### src/rtl/fetch_stage_if.sv
// fetch_stage_if: groups the instruction-memory bus, the hazard/branch
// controls and the IF/ID outputs of the fetch stage into one bundle.
// The master modport is the fetch stage itself; the slave modport is the
// surrounding pipeline (instruction memory, hazard unit, EX and decode).
interface fetch_stage_if #(
  parameter int CNT_W = 16
);

  logic [31:0]      imem_addr;
  logic [31:0]      imem_rdata;
  logic             stall_f;
  logic             flush_d;
  logic             branch_taken_e;
  logic [31:0]      branch_target_e;
  logic [31:0]      instr_d;
  logic [31:0]      pc_d;
  logic [31:0]      pc_plus8_d;
  logic             valid_d;
  logic [CNT_W-1:0] perf_fetch_cnt;
  logic [CNT_W-1:0] perf_stall_cnt;

  modport master (
    output imem_addr,
    input  imem_rdata,
    input  stall_f,
    input  flush_d,
    input  branch_taken_e,
    input  branch_target_e,
    output instr_d,
    output pc_d,
    output pc_plus8_d,
    output valid_d,
    output perf_fetch_cnt,
    output perf_stall_cnt
  );

  modport slave (
    input  imem_addr,
    output imem_rdata,
    output stall_f,
    output flush_d,
    output branch_taken_e,
    output branch_target_e,
    input  instr_d,
    input  pc_d,
    input  pc_plus8_d,
    input  valid_d,
    input  perf_fetch_cnt,
    input  perf_stall_cnt
  );

endinterface

### src/rtl/fetch_stage.sv
// fetch_stage: instruction-fetch stage of the pipelined ARM core.
// Owns the architectural PC and the IF/ID pipeline register, applies EX
// branch redirects and hazard-unit stall/flush requests, and hands decode
// the instruction, its address and its ARM R15 read value (PC+8).
// Optional performance counters are built when FETCH_PERF_CNT_EN is defined;
// otherwise both counter outputs are tied to zero.
module fetch_stage #(
  parameter logic [31:0] RESET_PC  = 32'h0000_0000,
  parameter logic [31:0] NOP_INSTR = 32'hE1A0_0000,
  parameter int          CNT_W     = 16
) (
  input  logic          clk,
  input  logic          rst,
  fetch_stage_if.master bus
);

  logic [31:0] fetchPc_q,   fetchPc_d;
  logic [31:0] decInstr_q,  decInstr_d;
  logic [31:0] decPc_q,     decPc_d;
  logic [31:0] decPcPlus8_q, decPcPlus8_d;
  logic        decValid_q,  decValid_d;
  logic        acceptFetch;
  logic [31:0] pcPlus4;
  logic [31:0] pcPlus8;
  logic        unusedTargetLsbs;

  // The branch target is word-aligned, so its two low bits never matter.
  assign unusedTargetLsbs = ^bus.branch_target_e[1:0];

  assign pcPlus4 = fetchPc_q + 32'd4;
  assign pcPlus8 = fetchPc_q + 32'd8;

  // Next PC and IF/ID contents, resolved in priority order: redirect, stall, flush, advance.
  always_comb begin
    fetchPc_d    = fetchPc_q;
    decInstr_d   = decInstr_q;
    decPc_d      = decPc_q;
    decPcPlus8_d = decPcPlus8_q;
    decValid_d   = decValid_q;
    acceptFetch  = 1'b0;
    if (bus.branch_taken_e) begin
      fetchPc_d  = {bus.branch_target_e[31:2], 2'b00};
      decInstr_d = NOP_INSTR;
      decValid_d = 1'b0;
    end else if (bus.stall_f && !bus.flush_d) begin
      fetchPc_d = fetchPc_q;
    end else if (bus.stall_f && bus.flush_d) begin
      decInstr_d = NOP_INSTR;
      decValid_d = 1'b0;
    end else if (bus.flush_d) begin
      fetchPc_d  = pcPlus4;
      decInstr_d = NOP_INSTR;
      decValid_d = 1'b0;
    end else begin
      fetchPc_d    = pcPlus4;
      decInstr_d   = bus.imem_rdata;
      decPc_d      = fetchPc_q;
      decPcPlus8_d = pcPlus8;
      decValid_d   = 1'b1;
      acceptFetch  = 1'b1;
    end
  end

  // PC and IF/ID register; reset parks fetch at RESET_PC with an invalid bubble in decode.
  always_ff @(posedge clk or posedge rst) begin
    if (rst) begin
      fetchPc_q    <= RESET_PC;
      decInstr_q   <= NOP_INSTR;
      decPc_q      <= 32'd0;
      decPcPlus8_q <= 32'd8;
      decValid_q   <= 1'b0;
    end else begin
      fetchPc_q    <= fetchPc_d;
      decInstr_q   <= decInstr_d;
      decPc_q      <= decPc_d;
      decPcPlus8_q <= decPcPlus8_d;
      decValid_q   <= decValid_d;
    end
  end

  assign bus.imem_addr  = fetchPc_q;
  assign bus.instr_d    = decInstr_q;
  assign bus.pc_d       = decPc_q;
  assign bus.pc_plus8_d = decPcPlus8_q;
  assign bus.valid_d    = decValid_q;

`ifdef FETCH_PERF_CNT_EN
  logic [CNT_W-1:0] perfFetch_q, perfFetch_d;
  logic [CNT_W-1:0] perfStall_q, perfStall_d;

  // Counter increments: accepted fetches, and stalled cycles not overridden by a redirect.
  always_comb begin
    perfFetch_d = perfFetch_q;
    perfStall_d = perfStall_q;
    if (acceptFetch) begin
      perfFetch_d = perfFetch_q + CNT_W'(1);
    end
    if (bus.stall_f && !bus.branch_taken_e) begin
      perfStall_d = perfStall_q + CNT_W'(1);
    end
  end

  // Wrapping performance counter registers.
  always_ff @(posedge clk or posedge rst) begin
    if (rst) begin
      perfFetch_q <= '0;
      perfStall_q <= '0;
    end else begin
      perfFetch_q <= perfFetch_d;
      perfStall_q <= perfStall_d;
    end
  end

  assign bus.perf_fetch_cnt = perfFetch_q;
  assign bus.perf_stall_cnt = perfStall_q;
`else
  logic unusedAcceptFetch;

  assign unusedAcceptFetch  = acceptFetch;
  assign bus.perf_fetch_cnt = '0;
  assign bus.perf_stall_cnt = '0;
`endif

endmodule

### src/flat_wrapper.sv
// flat-port wrapper written by rule: the top's interface ports become plain ports
module fetch_stage_flat 
#(
  parameter logic [31:0] RESET_PC  = 32'h0000_0000,
  parameter logic [31:0] NOP_INSTR = 32'hE1A0_0000,
  parameter int          CNT_W     = 16
)
  (clk, rst, bus_imem_addr, bus_imem_rdata, bus_stall_f, bus_flush_d, bus_branch_taken_e, bus_branch_target_e, bus_instr_d, bus_pc_d, bus_pc_plus8_d, bus_valid_d, bus_perf_fetch_cnt, bus_perf_stall_cnt);
  fetch_stage_if #(.CNT_W(CNT_W)) bus_i ();
  input  logic clk;
  input  logic rst;
  output wire logic [$bits(bus_i.imem_addr)-1:0] bus_imem_addr;
  input wire logic [$bits(bus_i.imem_rdata)-1:0] bus_imem_rdata;
  input wire logic [$bits(bus_i.stall_f)-1:0] bus_stall_f;
  input wire logic [$bits(bus_i.flush_d)-1:0] bus_flush_d;
  input wire logic [$bits(bus_i.branch_taken_e)-1:0] bus_branch_taken_e;
  input wire logic [$bits(bus_i.branch_target_e)-1:0] bus_branch_target_e;
  output wire logic [$bits(bus_i.instr_d)-1:0] bus_instr_d;
  output wire logic [$bits(bus_i.pc_d)-1:0] bus_pc_d;
  output wire logic [$bits(bus_i.pc_plus8_d)-1:0] bus_pc_plus8_d;
  output wire logic [$bits(bus_i.valid_d)-1:0] bus_valid_d;
  output wire logic [$bits(bus_i.perf_fetch_cnt)-1:0] bus_perf_fetch_cnt;
  output wire logic [$bits(bus_i.perf_stall_cnt)-1:0] bus_perf_stall_cnt;
  assign bus_imem_addr = bus_i.imem_addr;
  assign bus_i.imem_rdata = bus_imem_rdata;
  assign bus_i.stall_f = bus_stall_f;
  assign bus_i.flush_d = bus_flush_d;
  assign bus_i.branch_taken_e = bus_branch_taken_e;
  assign bus_i.branch_target_e = bus_branch_target_e;
  assign bus_instr_d = bus_i.instr_d;
  assign bus_pc_d = bus_i.pc_d;
  assign bus_pc_plus8_d = bus_i.pc_plus8_d;
  assign bus_valid_d = bus_i.valid_d;
  assign bus_perf_fetch_cnt = bus_i.perf_fetch_cnt;
  assign bus_perf_stall_cnt = bus_i.perf_stall_cnt;
  fetch_stage #(.RESET_PC(RESET_PC), .NOP_INSTR(NOP_INSTR), .CNT_W(CNT_W)) u_core (.clk(clk), .rst(rst), .bus(bus_i));
endmodule
### config.mk
export PLATFORM = sky130hd
export DESIGN_NAME = fetch_stage_flat
export DESIGN_NICKNAME = d
export VERILOG_FILES = /design/src/rtl/fetch_stage_if.sv /design/src/rtl/fetch_stage.sv /design/src/flat_wrapper.sv
export SDC_FILE = /design/constraint.sdc
export NUM_CORES = 1
export LEC_CHECK = 0
export ABC_AREA = 0
export CAP_MARGIN = 25
export CORE_MARGIN = 3
export CORE_UTILIZATION = 40
export CTS_BUF_LIST = sky130_fd_sc_hd__clkbuf_8 sky130_fd_sc_hd__clkbuf_16
export CTS_CLUSTER_DIAMETER = 100
export DETAILED_ROUTE_END_ITERATION = 10
export PLACE_DENSITY = 0.84
export RECOVER_POWER = 100
export SYNTH_ARGS = -nofsm -noshare
export SYNTH_HDL_FRONTEND = slang
export SYNTH_SLANG_ARGS = --single-unit
export TNS_END_PERCENT = 20
### constraint.sdc
create_clock -name clk -period 4.4 [get_ports clk]
set_input_delay 1.32 -clock clk [delete_from_list [all_inputs] [get_ports clk]]
set_output_delay 1.32 -clock clk [all_outputs]
set_load 0.02 [all_outputs]
==> flow_metrics.env <==
export IMPL_synth_enable_flop_cells=0
export IMPL_vdd_drop_max_v=0.000274
export IMPL_worstSkewPairLatency_ns=0.41
export IMPL_cts_resized=0
export IMPL_first_global_vias=4693
export IMPL_required_ns=4.79
export IMPL_outcome="completed"
export IMPL_synth_commonest_cells="sky130_fd_sc_hd__nand2_1, sky130_fd_sc_hd__dfrtp_1, sky130_fd_sc_hd__buf_4"
export IMPL_setup_tns_ns=0
export IMPL_globalRouteTotalUtil=0.199
export IMPL_post_cts_repair_setup_buffers=0
export IMPL_dpl_wire_length_um=11000
export IMPL_cell_type_group_with_the_largest_total_delay_on_the_critical_path="buffers and inverters"
export IMPL_detailedRoute_firstPassIterationCount=4
export IMPL_timing_critical_path_cells="dlygate4sd3_1, clkinvlp_2, clkbuf_2"
export IMPL_numPortBuffers=189
export IMPL_cts_clk_slew_worst_paths_ns=0.06
export IMPL_critPathLaunchType="primary input"
export IMPL_achievable_frequency_mhz=309
export IMPL_num_antenna_cells=0
export IMPL_max_slew_margin_rel=0.0805
export IMPL_drt_wl_total_um=15700
export IMPL_netlist_instances=600
export IMPL_grt_antenna_before_repair=0
export IMPL_avgRoutedWirePerCell_um=16.3
export IMPL_critical_path_max_stage_delay_ns=0.92
export IMPL_pin_count_of_the_biggest_net_entering_global_routing=94
export IMPL_grt_pass1_wl_um=25200
export IMPL_yosys_top_cells_area="sky130_fd_sc_hd__dfrtp_1, sky130_fd_sc_hd__nand2_1, sky130_fd_sc_hd__buf_4, sky130_fd_sc_hd__xnor2_1, sky130_fd_sc_hd__a22o_1"
export IMPL_synth_cell_types=44
export IMPL_ys_ff_latch=122
export IMPL_post_drt_via_cell_ratio=4.86
export IMPL_die_w_um=126
export IMPL_syn_to_final_growth_pct=41.2
export IMPL_yosys_warnings=0
export IMPL_hold_violations=0
export IMPL_synth_area_um2=5800
export IMPL_cts_num_sinks=122
export IMPL_cellPowerDensity_nw_per_um2=429
export IMPL_coreArea_um2=14000
export IMPL_yosysSeqAreaShare=0.528
export IMPL_hold_worst_slack_ns=0.466
export IMPL_fill_cells=1187
export IMPL_arrival_ns=3.62
export IMPL_finalWorstPathRequiredPeriod_ns=3.23
export IMPL_drive_gt1_frac=0.0729
export IMPL_finalSetupViolCount=0
export IMPL_clockRootBuffer="sky130_fd_sc_hd__clkbuf_16"
export IMPL_report_final_slew_viol_count=0
export IMPL_static_leakage_power_nw=3.72
export IMPL_critical_path_peak_fanout=41
export IMPL_post_synth_top_count_cell="sky130_fd_sc_hd__nand2_1"
export IMPL_dp_slack_ns=0.978
export IMPL_clk_path_buf_depth=2
export IMPL_routed_via_count=4676
export IMPL_synth_avg_cell_area_um2=9.66
export IMPL_finish_net_count=840
export IMPL_synth_flop_cell="sky130_fd_sc_hd__dfrtp_1"
export IMPL_rows=43
export IMPL_htree_levels=4
export IMPL_max_cap_violations=0
export IMPL_synth_async_sr_flop_share=1.00
export IMPL_yosys_area_top_type="sky130_fd_sc_hd__dfrtp_1"
export IMPL_path_buf_inv=3
export IMPL_cts_buffers=17
export IMPL_timing_final_crit_share=0.735
export IMPL_die_h_um=126
export IMPL_io_pins=230
export IMPL_worst_slew_pin_slew_ns=1.37
export IMPL_drt_first_iter_violations=300
export IMPL_hp_class="reg2reg"
export IMPL_worst_setup_path_end_kind="asynchronous set/reset pin"
export IMPL_layout_setup_ws_ns=1.17
export IMPL_synth_top_cell_area_share=0.497
export IMPL_floorplan_initialDensity=0.413
export IMPL_drt_drc_violations_left=0
export IMPL_clock_skew_ns=0.00791
export IMPL_critPathSlowestCell="sky130_fd_sc_hd__clkbuf_2"
export IMPL_clock_tree_from_tritoncts="built"
export IMPL_cts_hold_buffers_added=0
export IMPL_ant_nets=0
export IMPL_gp_routability_congestion=0.768
export IMPL_globalRouteOverflowTotal=0
export IMPL_criticalPathCategory="in2async"
export IMPL_die_area_um2=16000
export IMPL_rsz0062_at_grt="no"
==> stage by stage <==
step	utilization	cells	instance area [um2]	total power, mW
after floorplan	-	637	5940	1.80
after global placement	0.543	930	7620	2.15
after detailed placement	0.543	930	7620	2.17
after CTS	0.586	962	8220	3.61
after global routing	0.583	962	8180	3.67
final	0.583	962	8180	3.51
==> report_power, final <==
| group | switching, mW | total [mW] | leakage [nW] | internal [mW] |
|---|---|---|---|---|
| registers | 0.115 | 1.37 | 1.54 | 1.26 |
| logic | 0.403 | 0.715 | 1.90 | 0.312 |
| clock network | 0.534 | 1.42 | 0.281 | 0.890 |
==> final timing paths <==
path | start | slack (ns) | depth (start not counted) | endpoint
worst max register to register | u_core.bus.imem_addr[3] | 1.89 | 6 | u_core.bus.imem_addr[15]
worst min register to register | u_core.bus.pc_d[11] | 0.47 | 2 | u_core.bus.pc_d[11]
worst min-delay path | u_core.bus.pc_d[11] | 0.47 | 2 | u_core.bus.pc_d[11]
worst max-delay path | rst | 1.17 | 3 | u_core.bus.imem_addr[6]
min in group asynchronous | rst | 1.67 | 2 | u_core.bus.pc_d[4]
max in group clk | bus_stall_f | 1.18 | 6 | u_core.bus.imem_addr[28]
==> state kept, by name (all words and copies together), names as in the netlist <==
signal,cells
u_core.bus.valid_d,1
u_core.bus.pc_plus8_d,30
u_core.bus.pc_d,29
u_core.bus.imem_addr,30
u_core.bus.instr_d,32
==> kinds of logic (layout without fill, tap and decap cells) <==
group	count (synthesis)	in the layout	synth area share
muxes	2	2	0.00367
buffers and inverters	85	230	0.0883
and+or+nand+nor	242	242	0.190
xor gates and xnor gates	56	56	0.0846
DFF	122	122	0.528
AOI/OAI and AO/OA	90	90	0.100
other	1	38	0.000647
adders and majority gates	2	2	0.00432
==> worst reg2reg max path, cell delays in order, from the launching register on <==
cell	delay, ns
sky130_fd_sc_hd__dfrtp_1	0.49
sky130_fd_sc_hd__ha_1	0.29
sky130_fd_sc_hd__nand3_2	0.15
sky130_fd_sc_hd__or4_1	0.79
sky130_fd_sc_hd__nor3b_1	0.41
sky130_fd_sc_hd__xnor2_1	0.18
sky130_fd_sc_hd__o21ai_2	0.06
==> cell usage in the layout, fill, tap and decap left out, types with 2 or more instances in the layout <==
cell type / n
sky130_fd_sc_hd__a22o_1: 26
sky130_fd_sc_hd__xor2_1: 24
sky130_fd_sc_hd__dlygate4sd3_1: 125
sky130_fd_sc_hd__and3_1: 6
sky130_fd_sc_hd__nor3_1: 9
sky130_fd_sc_hd__clkinv_2: 3
sky130_fd_sc_hd__dfrtp_1: 115
sky130_fd_sc_hd__clkbuf_1: 2
sky130_fd_sc_hd__nand2_1: 167
sky130_fd_sc_hd__o21ai_1: 2
sky130_fd_sc_hd__and2_0: 2
sky130_fd_sc_hd__o22a_1: 6
sky130_fd_sc_hd__clkinv_4: 4
sky130_fd_sc_hd__o21ai_0: 54
sky130_fd_sc_hd__buf_4: 3
sky130_fd_sc_hd__or2_2: 2
sky130_fd_sc_hd__clkdlybuf4s50_1: 63
sky130_fd_sc_hd__xnor2_1: 32
sky130_fd_sc_hd__clkinvlp_4: 5
sky130_fd_sc_hd__nor3b_1: 2
sky130_fd_sc_hd__dfstp_2: 7
sky130_fd_sc_hd__nand4_2: 2
sky130_fd_sc_hd__clkbuf_16: 17
sky130_fd_sc_hd__nand4_1: 6
sky130_fd_sc_hd__ha_1: 2
sky130_fd_sc_hd__bufinv_16: 3
sky130_fd_sc_hd__and4_1: 2
sky130_fd_sc_hd__nor2_1: 17
sky130_fd_sc_hd__nand3_1: 13
sky130_fd_sc_hd__nand3b_1: 3
sky130_fd_sc_hd__conb_1: 38
==> area by class of cell <==
class | count | area, um2 | area share
clock buffers | 17 | 425 | 0.0520
clock inverters | 15 | 178 | 0.0217
inverters | 2 | 8.76 | 0.00107
multi-input cells | 430 | 2340 | 0.286
flip-flops and latches | 122 | 3060 | 0.374
well taps | 180 | 225 | 0.0275
repair buffers | 196 | 1940 | 0.237
==> layer usage <==
metal | track usage | vias to the layer above | routed length [um]
met5 | 0 | - | 0
met4 | 0.0681 | 0 | 227
met1 | 0.264 | 2228 | 6680
li1 | - | 2250 | -
met3 | 0.0615 | 17 | 1240
met2 | 0.312 | 181 | 7510
Note: power is estimated with default switching activity, not from simulation.
